## config.mk

```make
export PLATFORM = sky130hd
export DESIGN_NAME = bpi_flash_wb_bridge
export DESIGN_NICKNAME = d
export VERILOG_FILES = /design/src/rtl/bpi_flash_wb_bridge.sv
export SDC_FILE = /design/constraint.sdc
export NUM_CORES = 1
export LEC_CHECK = 0
export CAP_MARGIN = 10
export CORE_MARGIN = 2
export CORE_UTILIZATION = 35
export DETAILED_ROUTE_END_ITERATION = 6
export GPL_TIMING_DRIVEN = 0
export MAX_ROUTING_LAYER = met4
export PLACE_DENSITY_LB_ADDON = 0.08
export RECOVER_POWER = 25
export SYNTH_ARGS = -nofsm -noshare
export SYNTH_HDL_FRONTEND = slang
export SYNTH_SLANG_ARGS = --single-unit
export TNS_END_PERCENT = 50
```

## constraint.sdc

```tcl
create_clock -name sys_clk_i -period 3.8 [get_ports sys_clk_i]
set_input_delay 1.14 -clock sys_clk_i [delete_from_list [all_inputs] [get_ports sys_clk_i]]
set_output_delay 1.14 -clock sys_clk_i [all_outputs]
set_load 0.005 [all_outputs]
```

## src/rtl/bpi_flash_wb_bridge.sv

```systemverilog
// Read-only Wishbone classic slave fetching big-endian 32-bit words from 16-bit BPI flash.
// Optional one-entry last-word cache enabled by defining BPI_LAST_WORD_CACHE_EN.
module bpi_flash_wb_bridge #(
    parameter int WAIT_CYCLES = 2
) (
    input  logic        sys_clk_i,
    input  logic        sys_rst_i,
    input  logic        wb_cyc_i,
    input  logic        wb_stb_i,
    input  logic        wb_we_i,
    input  logic [25:0] wb_adr_i,
    input  logic [3:0]  wb_sel_i,
    output logic [31:0] wb_dat_o,
    output logic        wb_ack_o,
    output logic        wb_err_o,
    output logic [24:0] g18_adr_o,
    input  logic [15:0] g18_dat_i
);

    generate
        if (WAIT_CYCLES < 1 || WAIT_CYCLES > 15) begin : g_bad_wait
            $error("bpi_flash_wb_bridge: WAIT_CYCLES must be in 1..15");
        end
    endgenerate

    localparam logic [3:0] WAIT_INIT = 4'(WAIT_CYCLES);

    typedef enum logic [1:0] {
        IDLE,
        RD_HI,
        RD_LO,
        RESP
    } state_t;

    state_t      state, state_d;
    logic [3:0]  cnt, cnt_d;
    logic [23:0] w, w_d;
    logic [15:0] hi, hi_d;
    logic [31:0] dat_d;
    logic [24:0] adr_d;
    logic        ack_d, err_d;

    logic        req;
    logic [23:0] w_in;
    logic        hit;
    logic [31:0] hit_data;

    // Byte lanes and sub-word address bits play no role in a full-word read.
    logic unused_bits;
    assign unused_bits = ^{wb_sel_i, wb_adr_i[1:0]};

    assign req  = wb_cyc_i & wb_stb_i;
    assign w_in = wb_adr_i[25:2];

`ifdef BPI_LAST_WORD_CACHE_EN
    logic        c_valid, c_valid_d;
    logic [23:0] c_tag, c_tag_d;
    logic [31:0] c_data, c_data_d;

    assign hit      = c_valid && (c_tag == w_in);
    assign hit_data = c_data;
`else
    assign hit      = 1'b0;
    assign hit_data = 32'h0;
`endif

    always_comb begin
        state_d = state;
        cnt_d   = cnt;
        w_d     = w;
        hi_d    = hi;
        dat_d   = wb_dat_o;
        adr_d   = g18_adr_o;
        ack_d   = 1'b0;
        err_d   = 1'b0;
`ifdef BPI_LAST_WORD_CACHE_EN
        c_valid_d = c_valid;
        c_tag_d   = c_tag;
        c_data_d  = c_data;
`endif
        unique case (state)
            IDLE: begin
                if (req) begin
                    if (wb_we_i) begin
                        err_d   = 1'b1;
                        state_d = RESP;
                    end else if (hit) begin
                        dat_d   = hit_data;
                        ack_d   = 1'b1;
                        state_d = RESP;
                    end else begin
                        w_d     = w_in;
                        adr_d   = {w_in, 1'b0};
                        cnt_d   = WAIT_INIT;
                        state_d = RD_HI;
                    end
                end
            end
            RD_HI: begin
                if (!wb_cyc_i) begin
                    state_d = IDLE;
                end else if (cnt == 4'd1) begin
                    hi_d    = g18_dat_i;
                    adr_d   = {w, 1'b1};
                    cnt_d   = WAIT_INIT;
                    state_d = RD_LO;
                end else begin
                    cnt_d = cnt - 4'd1;
                end
            end
            RD_LO: begin
                if (!wb_cyc_i) begin
                    state_d = IDLE;
                end else if (cnt == 4'd1) begin
                    dat_d   = {hi, g18_dat_i};
                    ack_d   = 1'b1;
                    state_d = RESP;
`ifdef BPI_LAST_WORD_CACHE_EN
                    c_valid_d = 1'b1;
                    c_tag_d   = w;
                    c_data_d  = {hi, g18_dat_i};
`endif
                end else begin
                    cnt_d = cnt - 4'd1;
                end
            end
            RESP: begin
                state_d = IDLE;
            end
            default: begin
                state_d = IDLE;
            end
        endcase
    end

    always_ff @(posedge sys_clk_i or posedge sys_rst_i) begin
        if (sys_rst_i) begin
            state     <= IDLE;
            cnt       <= 4'd0;
            w         <= 24'd0;
            hi        <= 16'd0;
            wb_dat_o  <= 32'd0;
            g18_adr_o <= 25'd0;
            wb_ack_o  <= 1'b0;
            wb_err_o  <= 1'b0;
        end else begin
            state     <= state_d;
            cnt       <= cnt_d;
            w         <= w_d;
            hi        <= hi_d;
            wb_dat_o  <= dat_d;
            g18_adr_o <= adr_d;
            wb_ack_o  <= ack_d;
            wb_err_o  <= err_d;
        end
    end

`ifdef BPI_LAST_WORD_CACHE_EN
    always_ff @(posedge sys_clk_i or posedge sys_rst_i) begin
        if (sys_rst_i) begin
            c_valid <= 1'b0;
            c_tag   <= 24'd0;
            c_data  <= 32'd0;
        end else begin
            c_valid <= c_valid_d;
            c_tag   <= c_tag_d;
            c_data  <= c_data_d;
        end
    end
`endif

endmodule

```

==> results of run 1 <==
## logic make-up (layout without fill, tap and decap cells)
logic type                 count (synthesis)  in the layout  synth area share, %
muxes                                     99             99                 24.1
DFF                                      105            105                 58.5
and+or+nand+nor                           50             50                 6.24
AOI/OAI and AO/OA                         40             40                 5.80
buffers and inverters                     25            143                 3.60
adders and majority gates                  6              6                 1.67
## where the power goes
part	total (uW)	internal, uW	switching (uW)
Combinational	1540	869	671
Clock	913	521	392
Sequential	1720	1510	205
## layer usage
metal / wire length, um / up-vias
met4: 184 / 0
met3: 438 / 12
li1: - / 1370
met2: 4430 / 57
met1: 4430 / 1438
met5: 0 / -
## cell usage after synthesis
master,count
a211o_1,1
nor3b_1,2
buf_6,7
buf_4,1
mux2i_1,25
ha_1,6
clkbuf_2,1
a221o_1,1
nor2b_1,2
a22oi_1,1
dfrtp_1,105
a2111oi_0,1
inv_1,8
or2_0,1
nor4b_1,1
and2b_1,1
nand2b_1,2
o21ai_1,6
o31ai_2,1
o32ai_4,1
a211oi_1,1
mux2_1,2
nand2_1,27
nand3_4,2
mux2_2,72
nor3b_4,1
and3b_4,1
o21ai_0,23
nand2_2,1
a21o_1,2
nor2_1,7
o21ai_2,1
a22o_1,1
nor3_1,1
and4bb_2,1
buf_2,8
## flip-flops by register name, indices dropped and copies added (netlist names)
signal,cells
state,2
wb_err_o,1
wb_ack_o,1
g18_adr_o,25
hi,16
w,24
wb_dat_o,32
cnt,4
## cells in the final DEF, fill, tap and decap left out, drive strengths merged, types with 2 or more instances in the layout
| cell | instances |
|---|---|
| a21o | 2 |
| buf | 15 |
| clkbuf | 15 |
| clkdlybuf4s50 | 100 |
| clkinvlp | 2 |
| dfrtp | 105 |
| dlygate4sd3 | 2 |
| ha | 6 |
| inv | 7 |
| mux2 | 74 |
| mux2i | 25 |
| nand2 | 28 |
| nand2b | 2 |
| nand3 | 2 |
| nor2 | 7 |
| nor2b | 2 |
| nor3b | 3 |
| o21ai | 30 |
## per-stage QoR
stage / power, uW / setup slack [ns]
global route: 4470 / 1.20
detailed placement: 3320 / 0.939
CTS: 4260 / 1.31
global placement: 3270 / 0.278
floorplan: 2610 / 1.40
finish: 4170 / 1.27
## critical path: stages
cell	delay [ns]
dlygate4sd3_1	0.56
and3b_4	0.22
nand2_2	0.16
buf_2	0.31
mux2_2	0.37
## layout make-up
type | instances | area share, %
Sequential cell | 105 | 43.8
Inverter | 8 | 0.521
Timing Repair Buffer | 104 | 17.7
Clock buffer | 11 | 4.04
Multi-Input combinational cell | 195 | 27.9
Clock inverter | 3 | 0.708
Buffer | 17 | 1.81
Tap cell | 172 | 3.58
## path summary, 6_finish.rpt
kind,from,endpoint,slack (ns),cells after the start
worst max-delay path,wb_stb_i,w[0],1.27,5
worst min register to register,hi[14],wb_dat_o[30],0.48,1
worst max register to register,cnt[1],hi[6],1.44,6
max in group asynchronous,sys_rst_i,w[15],1.43,3
min in group asynchronous,sys_rst_i,wb_dat_o[20],1.58,2
worst min-delay path,hi[14],wb_dat_o[30],0.48,1
==> results.yml, run 1 <==
status:
  status: "complete, but fails checks"
  violations: "capacitance limit"
final_layout:
  layout-drive-gt1-share_pct: 24.6
  regArea_sq_mm: 0.00263
  area_growth_pct: 33.8
  num_antenna_cells: 0
  finalNonFillerCells: 615
  multi_input_area_sq_mm: 0.00168
  utilization_pct: 47.8
  nFillCells: 1191
  finalNetCount: 497
  design_area_sq_mm: 0.00600
setup_path:
  critPathArrivalTime_ns: 2.77
  critPathMaxFanout: 10
  timing_worst_setup_path_type: "in -> reg"
  required_ns: 4.03
  endpoint_kind: "register"
  startpoint_type: "primary input"
synth:
  syn_area_sq_mm: 0.00449
  avgSynthCellArea_sq_um: 13.8
  yosysWarnings: 0
  synth_cell_type_count: 36
  syn-num-nets: 382
  synth_top_area_share_pct: 58.5
  ys_seq_area_share_pct: 58.5
  syn_inst: 325
  synthTopCellsByArea: "dfrtp_1 59%, mux2_2 18%, mux2i_1 5.6%"
  ys_ff_latch: 105
  yosysTopAreaCell: "dfrtp_1"
place:
  routabilityCongestion: 0.744
  placedCellCount: 601
  dp_hpwl_um: 6670
  placed_cell_area_sq_mm: 0.00577
  io_buffer_count: 102
grt:
  met1_usage_pct: 19.5
  grt_use_met3_pct: 3.96
  grt_pass1_vias: 2842
  grt.total_usage_pct: 15.0
  antenna_found_initial: 0
  grt_first_pass_wirelength_um: 14800
  grt_max_degree: 41
  grtUsageMet2_pct: 21.8
  grt_busiest_layer: "met2"
  grt_overflow: 0
route:
  route.vias.total: 2877
  via_per_inst: 4.68
  route.detailed.drc: 0
  drt_iter0_drc: 94
  wl_per_cell_um: 15.4
  firstDrtPassIters: 4
  totalWireLength_um: 9480
  postRouteAntennaNets: 0
die:
  initial_utilization_pct: 35.7
  die-area_sq_mm: 0.0137
  fp.dieW_um: 117
  core-area_sq_mm: 0.0126
  rows: 41
  die_h_um: 117
  ios: 110
timing:
  fmax_ghz: 0.395
  finalCriticalPeriod_ns: 2.53
  tightest_slew_ns: 1.46
  finalSetupTns_ns: 0
  finalCritPeriodShare_pct: 66.7
  drv_slew: 0
  hold_viol: 0
  fin_hold_ws_ns: 0.483
  fin_skew_ns: 0.00555
  grt_setup_unrepaired: "false"
  maxSlewHeadroom_pct: 2.16
  setup_viol: 0
power:
  ir_worst_vdd_uv: 242
  power_density_mw_per_mm2: 694
  p_leak_uw: 0.00272
clock_tree:
  cts_buffer_depth: 2
  cts_hold_buf: 0
  clock_sinks: 105
  path_clk_slew_ns: 0.07
  insertion_delay_ns: 0.35
  cts-resized-gates: 0
  clockRootBuffer: "clkbuf_16"
  tritoncts: "done"
  htreeDepth: 3
  post_cts_buffers: 0
  cts-buffers-inserted: 9
worst_hold_path:
  min_path_type: "reg -> reg"
job:
  maxCapViolCount: 1
No activity file was read; power rests on OpenSTA's default activity.
==> run 2, diff against run 1 <==
clock period = 2.2 ns   (was 3.8 ns; I/O delays follow)
==> results.yml, run 2 (synthesis results as in run 1) <==
clock_tree:
  insertion_delay_ns: 0.35
  path_clk_slew_ns: 0.07
  cts_hold_buf: 0
  post_cts_buffers: 0
  htreeDepth: 3
  tritoncts: "done"
  clock_sinks: 105
  cts-buffers-inserted: 9
  cts_buffer_depth: 2
  clockRootBuffer: "clkbuf_16"
  cts-resized-gates: 0
final_layout:
  final_common_cell: "dfrtp_1"
  reg.largest.list: "wb_dat_o: 32 flops, g18_adr_o: 25 flops, w: 24 flops"
  largest_reg_flops: 32
  max_flop_register: "wb_dat_o"
  area_growth_pct: 34.3
  num_antenna_cells: 0
  design_area_sq_mm: 0.00603
  layout_common_cells: "105 x dfrtp_1, 101 x clkdlybuf4s50_1, 72 x mux2_2"
  layout-drive-gt1-share_pct: 25.7
  nFillCells: 1183
  finalNetCount: 497
  utilization_pct: 48.0
power:
  power_density_mw_per_mm2: 1200
  p_leak_uw: 0.00273
  power_frac_clock_pct: 21.8
  fin_total_pwr_uw: 7220
  switching_share_pct: 30.6
  pwr-share-comb_pct: 37.0
  ir_worst_vdd_uv: 418
  p_int_uw: 5010
  power_frac_seq_pct: 41.2
  power_switching_uw: 2210
timing:
  setup_viol: 0
  fin_hold_ws_ns: 0.483
  finalCriticalPeriod_ns: 2.00
  hold_viol: 0
  finalCritPeriodShare_pct: 90.8
  maxSlewHeadroom_pct: 56.4
  grt_setup_unrepaired: "false"
  fmax_ghz: 0.501
  tightest_slew_ns: 0.653
  drv_slew: 0
  fin_skew_ns: 0.00552
  finalSetupTns_ns: 0
job:
  maxCapViolCount: 0
setup_path:
  cp_slowest_cell: "clkdlybuf4s50_1"
  cp_cell_sequence: "clkdlybuf4s50_1 > and3b_4 > nand2_2 > buf_2 > mux2_2"
  startpoint_type: "primary input"
  timing_worst_setup_path_type: "in -> reg"
  rr_startpoint: "state[0]"
  endpoint_kind: "register"
  cp_num_buf_inv: 2
  crit_family: "buffers and inverters"
  required_ns: 2.43
  critPathArrivalTime_ns: 2.23
  critPathMaxFanout: 10
  critPathLaunch: "wb_we_i"
  cp_slowest_stage_delay_ns: 0.49
die:
  die_h_um: 117
  die-area_sq_mm: 0.0137
  core-area_sq_mm: 0.0126
  initial_utilization_pct: 35.7
  rows: 41
  fp.dieW_um: 117
  ios: 110
grt:
  grt_max_degree: 41
  grt_pass1_vias: 2842
  grt.total_usage_pct: 15.0
  grt_overflow: 0
  antenna_found_initial: 0
  grt_first_pass_wirelength_um: 14800
place:
  dp_hpwl_um: 6670
  placed_cell_area_sq_mm: 0.00577
  io_buffer_count: 102
  routabilityCongestion: 0.744
route:
  totalWireLength_um: 9470
  firstDrtPassIters: 4
  drt_iter0_drc: 101
  route.vias.total: 2871
  wl_per_cell_um: 15.4
  postRouteAntennaNets: 0
  via_per_inst: 4.67
  route.detailed.drc: 0
status:
  status: "finished clean"
worst_hold_path:
  hp-start: "hi[14]"
  min_path_type: "reg -> reg"
-- run 2: routing by layer --
metal / track usage, % / up-vias / wire (um)
met1: 19.5 / 1433 / 4430
met2: 21.8 / 57 / 4420
met5: - / - / 0
met3: 3.96 / 12 / 439
li1: - / 1369 / -
met4: 7.06 / 0 / 184
-- run 2: cell type report --
| type | instances | area, sq um | share of cell area, % |
|---|---|---|---|
| Clock inverter | 3 | 42.5 | 0.706 |
| Multi-Input combinational cell | 195 | 1700 | 28.2 |
| Clock buffer | 11 | 243 | 4.03 |
| Sequential cell | 105 | 2630 | 43.6 |
| Timing Repair Buffer | 104 | 1040 | 17.2 |
| Tap cell | 172 | 215 | 3.57 |
| Buffer | 17 | 131 | 2.18 |
| Inverter | 8 | 33.8 | 0.560 |
-- run 2: power by group through the flow --
stage                     combinational, uW  clock [uW]  sequential (uW)
final                                  2670        1580             2970
after global routing                   2990        1700             3060
after CTS                              2740        1640             2980
after detailed placement               2730           0             3010
after global placement                 2670           0             2990
after floorplan                        1540           0             2970
-- run 2: worst paths after layout --
path,endpoint,slack (ns),cells after the start
min,wb_dat_o[30],0.48,1
max,w[0],0.20,5
min reg2reg,wb_dat_o[30],0.48,1
max in group asynchronous,w[22],0.32,3
min in group asynchronous,wb_dat_o[20],0.87,2
max reg2reg,g18_adr_o[8],0.26,9
-- run 2: stage by stage --
step                std cells  setup WS, ns
finish                    615         0.203
global route              615        0.0324
CTS                       615         0.188
detailed placement        601        -0.181
global placement          599        -0.842
floorplan                 325         0.280
==> run 3, diff against run 2 <==
CORE_ASPECT_RATIO = 0.7   (was not set)
==> results.yml, run 3 (synthesis results as in run 1) <==
status:
  status: "finished clean"
power:
  ir_worst_vdd_uv: 475
  power_density_mw_per_mm2: 1230
  p_leak_uw: 0.00276
  fin_total_pwr_uw: 7460
final_layout:
  layout-drive-gt1-share_pct: 25.9
  layout_common_cells: "105 x dfrtp_1, 101 x clkdlybuf4s50_1, 72 x mux2_2"
  reg.largest.list: "wb_dat_o: 32 flops, g18_adr_o: 25 flops, w: 24 flops"
  multi_input_area_sq_mm: 0.00169
  finalNonFillerCells: 606
  largest_reg_flops: 32
  max_flop_register: "wb_dat_o"
  regArea_sq_mm: 0.00263
  design_area_sq_mm: 0.00608
  finalNetCount: 497
  nFillCells: 1134
  num_antenna_cells: 0
  area_growth_pct: 35.5
  final_common_cell: "dfrtp_1"
die:
  die_h_um: 98.7
  core-area_sq_mm: 0.0125
  rows: 34
  die-area_sq_mm: 0.0138
  fp.dieW_um: 139
  initial_utilization_pct: 36.0
  ios: 110
route:
  drt_iter0_drc: 78
  firstDrtPassIters: 4
  postRouteAntennaNets: 0
  wl_per_cell_um: 16.1
  route.vias.total: 2853
  totalWireLength_um: 9760
  route.detailed.drc: 0
  via_per_inst: 4.71
timing:
  tightest_slew_ns: 0.682
  grt_setup_unrepaired: "false"
  setup_viol: 0
  fmax_ghz: 0.496
  fin_hold_ws_ns: 0.476
  drv_slew: 0
  fin_skew_ns: 0.00523
  finalCritPeriodShare_pct: 91.7
  hold_viol: 0
  maxSlewHeadroom_pct: 54.4
  finalCriticalPeriod_ns: 2.02
job:
  maxCapViolCount: 0
setup_path:
  required_ns: 2.42
  critPathArrivalTime_ns: 2.24
  timing_worst_setup_path_type: "in -> reg"
  endpoint_kind: "register"
  startpoint_type: "primary input"
  critPathMaxFanout: 10
grt:
  grt_max_degree: 41
  grt_first_pass_wirelength_um: 16200
  grt_pass1_vias: 3045
  grt.total_usage_pct: 15.6
  antenna_found_initial: 0
  grt_overflow: 0
clock_tree:
  insertion_delay_ns: 0.34
  cts-buffers-inserted: 9
  cts_buffer_depth: 2
  path_clk_slew_ns: 0.07
  cts_hold_buf: 0
  post_cts_buffers: 0
  tritoncts: "done"
  clockRootBuffer: "clkbuf_16"
  htreeDepth: 3
  cts-resized-gates: 0
  clock_sinks: 105
place:
  dp_hpwl_um: 6890
  placed_cell_area_sq_mm: 0.00576
  io_buffer_count: 102
  routabilityCongestion: 0.748
  placedCellCount: 591
worst_hold_path:
  min_path_type: "reg -> reg"
## run 3: area by class of cell
class / instances / share of cell area [%]
Buffer: 17 / 2.16
Clock buffer: 10 / 3.76
Clock inverter: 5 / 1.73
Inverter: 8 / 0.555
Multi-Input combinational cell: 195 / 27.8
Sequential cell: 105 / 43.2
Tap cell: 162 / 3.33
Timing Repair Buffer: 104 / 17.4
## run 3: stage by stage
step / util [%] / setup WS [ns] / setup TNS, ns
floorplan: - / 0.280 / 0
global placement: 45.9 / -0.843 / -92.68
detailed placement: 46.2 / -0.188 / -6.35
CTS: 48.9 / 0.178 / 0
global route: 48.8 / 0.0513 / 0
finish: 48.8 / 0.183 / 0
## run 3: final timing paths
check / depth (start not counted) / to / slack, ns / from
worst max-delay path: 5 / w[17] / 0.18 / wb_we_i
worst min-delay path: 1 / wb_dat_o[28] / 0.48 / hi[12]
worst max register to register: 7 / cnt[2] / 0.24 / state[0]
worst min register to register: 1 / wb_dat_o[28] / 0.48 / hi[12]
max in group asynchronous: 4 / wb_dat_o[11] / 0.40 / sys_rst_i
min in group asynchronous: 2 / wb_dat_o[6] / 0.90 / sys_rst_i
## run 3: report_power, final
part	leakage, uW	switching [uW]	internal (uW)
logic	0.00124	1170	1510
registers	0.00136	374	2610
clock network	0.000155	692	1110
total	0.00276	2240	5220
## run 3: per-layer routing
| metal | routed length (um) | up-vias | global-route usage (%) | part of all wire [%] |
|---|---|---|---|---|
| met5 | 0 | - | - | 0 |
| met1 | 4970 | 1405 | 21.3 | 51 |
| met4 | 97 | 0 | 4.20 | 0.99 |
| met2 | 4260 | 66 | 23.2 | 44 |
| li1 | - | 1373 | - | - |
| met3 | 433 | 9 | 4.13 | 4.4 |
## run 3: critical path: stages
cell             delay (ns)
clkdlybuf4s50_1        0.50
and3b_4                0.24
nand2_2                0.15
buf_2                  0.31
mux2_2                 0.37
